**config.mk**
```make
export PLATFORM = sky130hd
export DESIGN_NAME = param_counter_n_flat
export DESIGN_NICKNAME = d
export VERILOG_FILES = /design/src/rtl/param_counter_n_if.sv /design/src/rtl/param_counter_n.sv /design/src/flat_wrapper.sv
export SDC_FILE = /design/constraint.sdc
export NUM_CORES = 1
export LEC_CHECK = 0
export CAP_MARGIN = 10
export CORE_AREA = 2 2 39 41
export CTS_CLUSTER_SIZE = 10
export DETAILED_ROUTE_END_ITERATION = 10
export DIE_AREA = 0 0 41 43
export DONT_BUFFER_PORTS = 1
export SKIP_CTS_REPAIR_TIMING = 1
export SLEW_MARGIN = 5
export SYNTH_ARGS = -nofsm -noshare
export SYNTH_HDL_FRONTEND = slang
export SYNTH_SLANG_ARGS = --single-unit
```
**constraint.sdc**
```tcl
create_clock -name clk -period 1.5 [get_ports clk]
set_input_delay 0.15 -clock clk [delete_from_list [all_inputs] [get_ports clk]]
set_output_delay 0.15 -clock clk [all_outputs]
set_load 0.005 [all_outputs]
```
**src/rtl/param_counter_n_if.sv**
```systemverilog
// Control/status bundle for param_counter_n.
// The counter width is derived here from the modulus so that the interface
// and the counter always agree on the width of cnt and load_val.
interface param_counter_n_if #(
    parameter int UPPER_BOUND = 8
);
    localparam int W = (UPPER_BOUND > 1) ? $clog2(UPPER_BOUND) : 1;

    logic         en;
    logic         up;
    logic         load;
    logic [W-1:0] load_val;
    logic [W-1:0] cnt;
    logic         tc;

    // master drives the controls and observes the count
    modport master (
        output en, up, load, load_val,
        input  cnt, tc
    );

    // slave is the counter itself
    modport slave (
        input  en, up, load, load_val,
        output cnt, tc
    );
endinterface

```
**src/rtl/param_counter_n.sv**
```systemverilog
// Modulo-N up/down counter with enable, synchronous saturating load and a
// combinational terminal-count strobe. The count runs 0..UPPER_BOUND-1; for
// non-power-of-two moduli the codes above UPPER_BOUND-1 are never reached
// because every wrap and clamp compares against UPPER_BOUND-1.
module param_counter_n #(
    parameter int UPPER_BOUND = 8
) (
    input  logic              clk,
    input  logic              rst,
    param_counter_n_if.slave  bus
);
    localparam int           W   = (UPPER_BOUND > 1) ? $clog2(UPPER_BOUND) : 1;
    localparam logic [W-1:0] MAX = W'(UPPER_BOUND - 1);

    logic [W-1:0] cnt_q;
    logic [W-1:0] load_clamped;

    // Out-of-range load values saturate to the top of the count range.
    assign load_clamped = (bus.load_val > MAX) ? MAX : bus.load_val;

    // Count register: reset beats load, load beats counting, otherwise hold.
    always_ff @(posedge clk) begin
        if (!rst) begin
            cnt_q <= '0;
        end else if (bus.load) begin
            cnt_q <= load_clamped;
        end else if (bus.en) begin
            if (bus.up) begin
                cnt_q <= (cnt_q == MAX) ? '0 : cnt_q + W'(1);
            end else begin
                cnt_q <= (cnt_q == '0) ? MAX : cnt_q - W'(1);
            end
        end
    end

    assign bus.cnt = cnt_q;

    // Flags the cycle whose next enabled edge wraps; load and reset do not
    // affect it. With a modulus of 1 both compares hold, so tc follows en.
    assign bus.tc = bus.en & (bus.up ? (cnt_q == MAX) : (cnt_q == '0));

endmodule

```
**src/flat_wrapper.sv**
```systemverilog
// flat-port wrapper written by rule: the top's interface ports become plain ports
module param_counter_n_flat 
#(
    parameter int UPPER_BOUND = 8
)
  (clk, rst, bus_en, bus_up, bus_load, bus_load_val, bus_cnt, bus_tc);
  param_counter_n_if #(.UPPER_BOUND(UPPER_BOUND)) bus_i ();
  input  logic clk;
  input  logic rst;
  input wire logic [$bits(bus_i.en)-1:0] bus_en;
  input wire logic [$bits(bus_i.up)-1:0] bus_up;
  input wire logic [$bits(bus_i.load)-1:0] bus_load;
  input wire logic [$bits(bus_i.load_val)-1:0] bus_load_val;
  output wire logic [$bits(bus_i.cnt)-1:0] bus_cnt;
  output wire logic [$bits(bus_i.tc)-1:0] bus_tc;
  assign bus_i.en = bus_en;
  assign bus_i.up = bus_up;
  assign bus_i.load = bus_load;
  assign bus_i.load_val = bus_load_val;
  assign bus_cnt = bus_i.cnt;
  assign bus_tc = bus_i.tc;
  param_counter_n #(.UPPER_BOUND(UPPER_BOUND)) u_core (.clk(clk), .rst(rst), .bus(bus_i));
endmodule
```
After elaboration in Yosys (flattened, before gate mapping)
Cells that the tools add are included.
{"block": "totals", "register_bits": 3, "in_bits": 8, "out_inout_bits": 4, "elab_cells": 15}
{"block": "classes", "n_addsub": 2, "magnitude_cmp": 1, "eq_ne": 1, "mux": 7, "bitwise_logic": 1, "n_reduce_logical": 2}
{"operator": "3-bit two-way mux", "count": 6}
{"operator": "3-bit by 1-bit adder with 3-bit output (second input constant)", "count": 1}
{"operator": "3-bit == test (second input constant)", "count": 1}
{"operator": "3-bit greater-than comparator (second input constant)", "count": 1}
{"operator": "3-bit logical NOT", "count": 1}
{"operator": "3-bit by 1-bit subtractor with 3-bit output (second input constant)", "count": 1}
{"operator": "2-bit nonzero test", "count": 1}
{"operator": "1-bit bitwise AND", "count": 1}
{"operator": "1-bit two-way mux", "count": 1}

Depth between registers and ports, before layout
{"block": "logic_depth", "word_depth": 5, "depth_mapped": 5, "ltp_nobuf": 5}

Worst setup path before layout
OpenSTA, ideal clock, no wires.
{"block": "synth_timing", "path_type": "register to register", "from": "register u_core.cnt_q[0], in the netlist u_core.bus.cnt[0]", "to": "register u_core.cnt_q[2], in the netlist u_core.bus.cnt[2]", "setup_ns": 0.123, "t_arrival_ns": 1.159, "t_required_ns": 1.377, "setup_slack_ns": 0.218, "stages_incl_launch_ff": 6, "path_buffers": 0, "period_less_slack_ns": 1.282, "path_cell_list": "dfxtp_1 -> inv_1 -> ha_1 -> or3_1 -> a21oi_1 -> o22ai_1"}
{"block": "synth_between", "elab_chain_len": 5, "word_cells_on_any_way": 9, "classes_between": "add/sub: 2; eq/ne: 1; mux: 5; reduce/logical: 1"}
{"item": "from (decl)", "line": "param_counter_n.sv:15", "source": "logic [W-1:0] cnt_q;"}
{"item": "from (signal assigned)", "line": "param_counter_n.sv:26", "source": "cnt_q <= load_clamped;"}
{"item": "from (signal assigned)", "line": "param_counter_n.sv:29", "source": "cnt_q <= (cnt_q == MAX) ? '0 : cnt_q + W'(1);"}
{"item": "from (signal assigned)", "line": "param_counter_n.sv:31", "source": "cnt_q <= (cnt_q == '0) ? MAX : cnt_q - W'(1);"}
{"item": "3-bit by 1-bit subtractor with 3-bit output, or another cell as far along", "line": "param_counter_n.sv:31"}
{"item": "3-bit two-way mux, on equally long branches", "line": "param_counter_n.sv:31, param_counter_n.sv:29"}
{"item": "3-bit two-way mux *", "line": "param_counter_n.sv:28", "source": "if (bus.up) begin"}
{"item": "3-bit two-way mux *", "line": "param_counter_n.sv:27", "source": "end else if (bus.en) begin"}
{"item": "3-bit two-way mux *", "line": "param_counter_n.sv:25", "source": "end else if (bus.load) begin"}
Mark *: on every way between the ends. The rest lies on a longest branch, timed or not. The select of a mux whose other input is x is not followed.
A chain may end at the register's enable or synchronous reset.

Worst setup path in the final report
{"block": "layout_timing", "from": "register u_core.cnt_q[1], in the netlist u_core.bus.cnt[1]", "to": "output port bus_tc"}
{"block": "layout_between", "elab_chain_len": 3, "word_cells_on_any_way": 4, "classes_between": "eq/ne: 1; mux: 1; bitwise: 1; reduce/logical: 1"}
{"item": "3-bit == test or 3-bit logical NOT (tied branches)", "line": "param_counter_n.sv:40", "source": "assign bus.tc = bus.en & (bus.up ? (cnt_q == MAX) : (cnt_q == '0));"}
{"item": "1-bit two-way mux *", "line": "param_counter_n.sv:40"}
{"item": "1-bit bitwise AND *", "line": "param_counter_n.sv:40"}
{"item": "to (decl)", "line": "flat_wrapper.sv:15", "source": "output wire logic [$bits(bus_i.tc)-1:0] bus_tc;"}
Mark *: on every way between the ends. The rest lies on a longest branch, timed or not.

==> flow_metrics.tcl <==
set metrics [dict create \
    avgRoutedWirePerCell_um 13.40 \
    postSynthNetCount 44 \
    nNetsFinal 50 \
    dpl.cell_count 48 \
    initial_antenna_violation_count 0 \
    max-clock-path-buffers 2 \
    critical_path.reg2reg.startpoint "u_core.bus.cnt[1]$_SDFFE_PN0P_" \
    syn-instance-count 32 \
    syn_area_per_cell_sq_um 8.602 \
    detail_route.drc_violations 0 \
    fp.dieArea_sq_um 1763 \
    yosys_register_bits 3 \
    timing.slew.headroom 0.8329 \
    drtPass1Iterations 2 \
    result_of_the_run "finished clean" \
    part_of_the_power_in_the_clock_network 0.454 \
    wirelength_um 710 \
    cts_htree_levels 1 \
    worst_r2r_path_depth 6 \
    p_int_uw 228.3 \
    finalInstanceArea_sq_um 355.3 \
    final_worst_path_period_need_ns 1.468 \
    grt_overflow_total 0 \
    viasPerCell 4.604 \
    clock_pin_slew_of_the_registers_on_the_worst_case_setup_and_hold_paths_ns 0.04 \
    synthToLayoutAreaGrowth_pct 29.09 \
    inserted_clock_buffers 3 \
    die-height_um 43 \
    power.share.sequential 0.325 \
    clk-insertion-delay-late_ns 0.23 \
    num_vias 244 \
    largest_net_degree_at_the_start_of_global_routing 9 \
    critical_path.reg2reg.endpoint "u_core.bus.cnt[0]$_SDFFE_PN0P_" \
    worst_slew_pin_slew_ns 0.2503 \
    synth.top_cells.by_area "sky130_fd_sc_hd__dfxtp_1 (22%), sky130_fd_sc_hd__ha_1 (18%), sky130_fd_sc_hd__nor3b_1 (11%)" \
    switching_share 0.2647 \
    critical_path_class "reg -> out" \
    leakage_uw 0.0001325 \
    cts_tree "done" \
    setup.worst_path.start_class "flop" \
    synth_seq_area_share 0.2182 \
    largest_register_ffs 3 \
    syn-cell-area_sq_um 275.3 \
    worstPathRequired_ns 1.35 \
    skew_ns 0.002112 \
    cell_variety_after_synth 17 \
    min_path_type "in -> reg" \
    placementRows 14 \
    max-cap-violations 0 \
    critPathMaxFanout 4 \
    placed_area_sq_um 295.3 \
    finalSetupViolations 0 \
    grt.total_usage 0.09118 \
    synth_area_leader_cell "sky130_fd_sc_hd__dfxtp_1" \
    crit_path_start "u_core.bus.cnt[1]$_SDFFE_PN0P_" \
    clockRootBuffer "sky130_fd_sc_hd__clkbuf_4" \
    n_antenna_cell 0 \
    synth_warnings 0 \
    start_util 0.1989 \
    core_area_sq_um 1384 \
    setup.reg_to_reg.worst_slack_ns 0.08 \
    global_route_wire_length_before_repair_mm 1.048 \
    max-vdd-ir-drop_mv 0.3519 \
    final_min_period_over_clock_period 0.9786 \
    slew_viol_final 0 \
    final_hold_viol_count 0 \
    gp_congestion 0.7088 \
    drtAntennaViolNets 0 \
    synth_top_cell_area_share 0.2182 \
    powerDensity_nw_per_um2 873.6 \
    layout-drive-gt1-share 0.3514 \
    grt_pass1_vias 246 \
    power.net_switching_uw 82.15 \
    io_pins 12 \
    cts.sinks 3 \
    worst_ep_arrival_time_ns 1.32 \
    fin_cells 53 \
    critical_path.endpoint_type "output port" \
    placement.io_buffers 0 \
    max_freq_mhz 681.2 \
    combinationalPowerShare 0.222 \
    die_width_um 41 \
    cp-endpoint "bus_tc" \
    drt_iter0_drc 1 \
]
==> Yosys cell counts <==
cell	instances
sky130_fd_sc_hd__nor2b_1	1
sky130_fd_sc_hd__or3b_1	1
sky130_fd_sc_hd__nand4b_1	2
sky130_fd_sc_hd__ha_1	4
sky130_fd_sc_hd__nor3b_1	4
sky130_fd_sc_hd__o22ai_2	1
sky130_fd_sc_hd__and2_1	1
sky130_fd_sc_hd__dfxtp_1	3
sky130_fd_sc_hd__o22ai_1	1
sky130_fd_sc_hd__o32ai_1	1
sky130_fd_sc_hd__inv_1	3
sky130_fd_sc_hd__nand2_1	2
sky130_fd_sc_hd__a21boi_1	1
sky130_fd_sc_hd__or2b_1	1
sky130_fd_sc_hd__a21oi_1	4
sky130_fd_sc_hd__and2b_2	1
sky130_fd_sc_hd__or3_1	1
==> per-layer routing <==
metal  up-vias  global-route usage  part of all wire
li1        128                   -                 -
met1       108              0.1278              0.47
met2         8              0.1031              0.46
met3         0             0.03141             0.063
met4         0             0.08000                 0
met5         -                   0                 0
==> worst max-delay path, cell delays in order, from the launching register on <==
cell and delay [ns]:
sky130_fd_sc_hd__dfxtp_2 0.34, sky130_fd_sc_hd__inv_2 0.08, sky130_fd_sc_hd__ha_4 0.13, sky130_fd_sc_hd__or3b_4 0.38
sky130_fd_sc_hd__a21boi_2 0.15
==> worst min path at each step <==
stage	slack [ns]	startpoint	end	cells past startpoint
4_1_cts	0.09	bus_en	u_core.bus.cnt[2]$_SDFFE_PN0P_	2
3_3_place_gp	0.33	bus_en	u_core.bus.cnt[2]$_SDFFE_PN0P_	2
3_5_place_dp	0.34	bus_en	u_core.bus.cnt[2]$_SDFFE_PN0P_	2
6_report	0.10	bus_en	u_core.bus.cnt[2]$_SDFFE_PN0P_	2
5_1_grt	0.12	bus_load_val[1]	u_core.bus.cnt[1]$_SDFFE_PN0P_	2
2_1_floorplan	0.31	bus_up	u_core.bus.cnt[2]$_SDFFE_PN0P_	2
==> stage by stage <==
stage / util / setup TNS [ns] / worst slack, ns / hold WS [ns] / total power (uW)
finish: 0.2568 / 0 / 0.03208 / 0.1037 / 310.4
detailed placement: 0.2134 / 0 / 0.01667 / 0.3433 / 154.1
global placement: 0.2134 / 0 / 0.06937 / 0.3276 / 152.5
floorplan: - / 0 / 0.2177 / 0.3112 / 142.0
CTS: 0.2324 / -0.1401 / -0.1401 / 0.09383 / 304.8
global route: 0.2568 / -0.009780 / -0.009780 / 0.1227 / 333.6
==> logic make-up after synthesis <==
kind of cell	share of synthesized area
AND/OR/NAND/NOR	0.3592
AO/OA/AOI/OAI	0.2000
flip-flops	0.2182
adder cells (fa/ha/maj)	0.1818
buffers and inverters	0.04091
==> cell usage in the layout (no fill, tap or decap), types with 2 or more instances in the layout <==
master | Yosys | final
sky130_fd_sc_hd__nor3b_1 | 4 | 4
sky130_fd_sc_hd__a21oi_1 | 4 | 4
sky130_fd_sc_hd__ha_1 | 4 | 3
sky130_fd_sc_hd__clkbuf_4 | 0 | 3
sky130_fd_sc_hd__nand2_1 | 2 | 2
sky130_fd_sc_hd__nand4b_1 | 2 | 2
==> cell type report <==
class | count | area, sq um
tap | 16 | 20.02
timing repair buffer | 1 | 7.507
sequential | 3 | 65.06
multi-input combinational | 26 | 222.7
inverter | 3 | 13.76
clock buffer | 4 | 26.28
fill | 146 | 1028
==> power groups by stage <==
stage | clock [uW] | sequential (uW) | combinational (uW)
2_1_floorplan | 0 | 95.8 | 46.2
3_3_place_gp | 0 | 99.9 | 52.6
3_5_place_dp | 0 | 100 | 53.8
4_1_cts | 151 | 99.0 | 54.6
5_1_grt | 153 | 102 | 78.7
6_report | 141 | 101 | 68.8
Note: power is estimated with default switching activity, not from simulation.
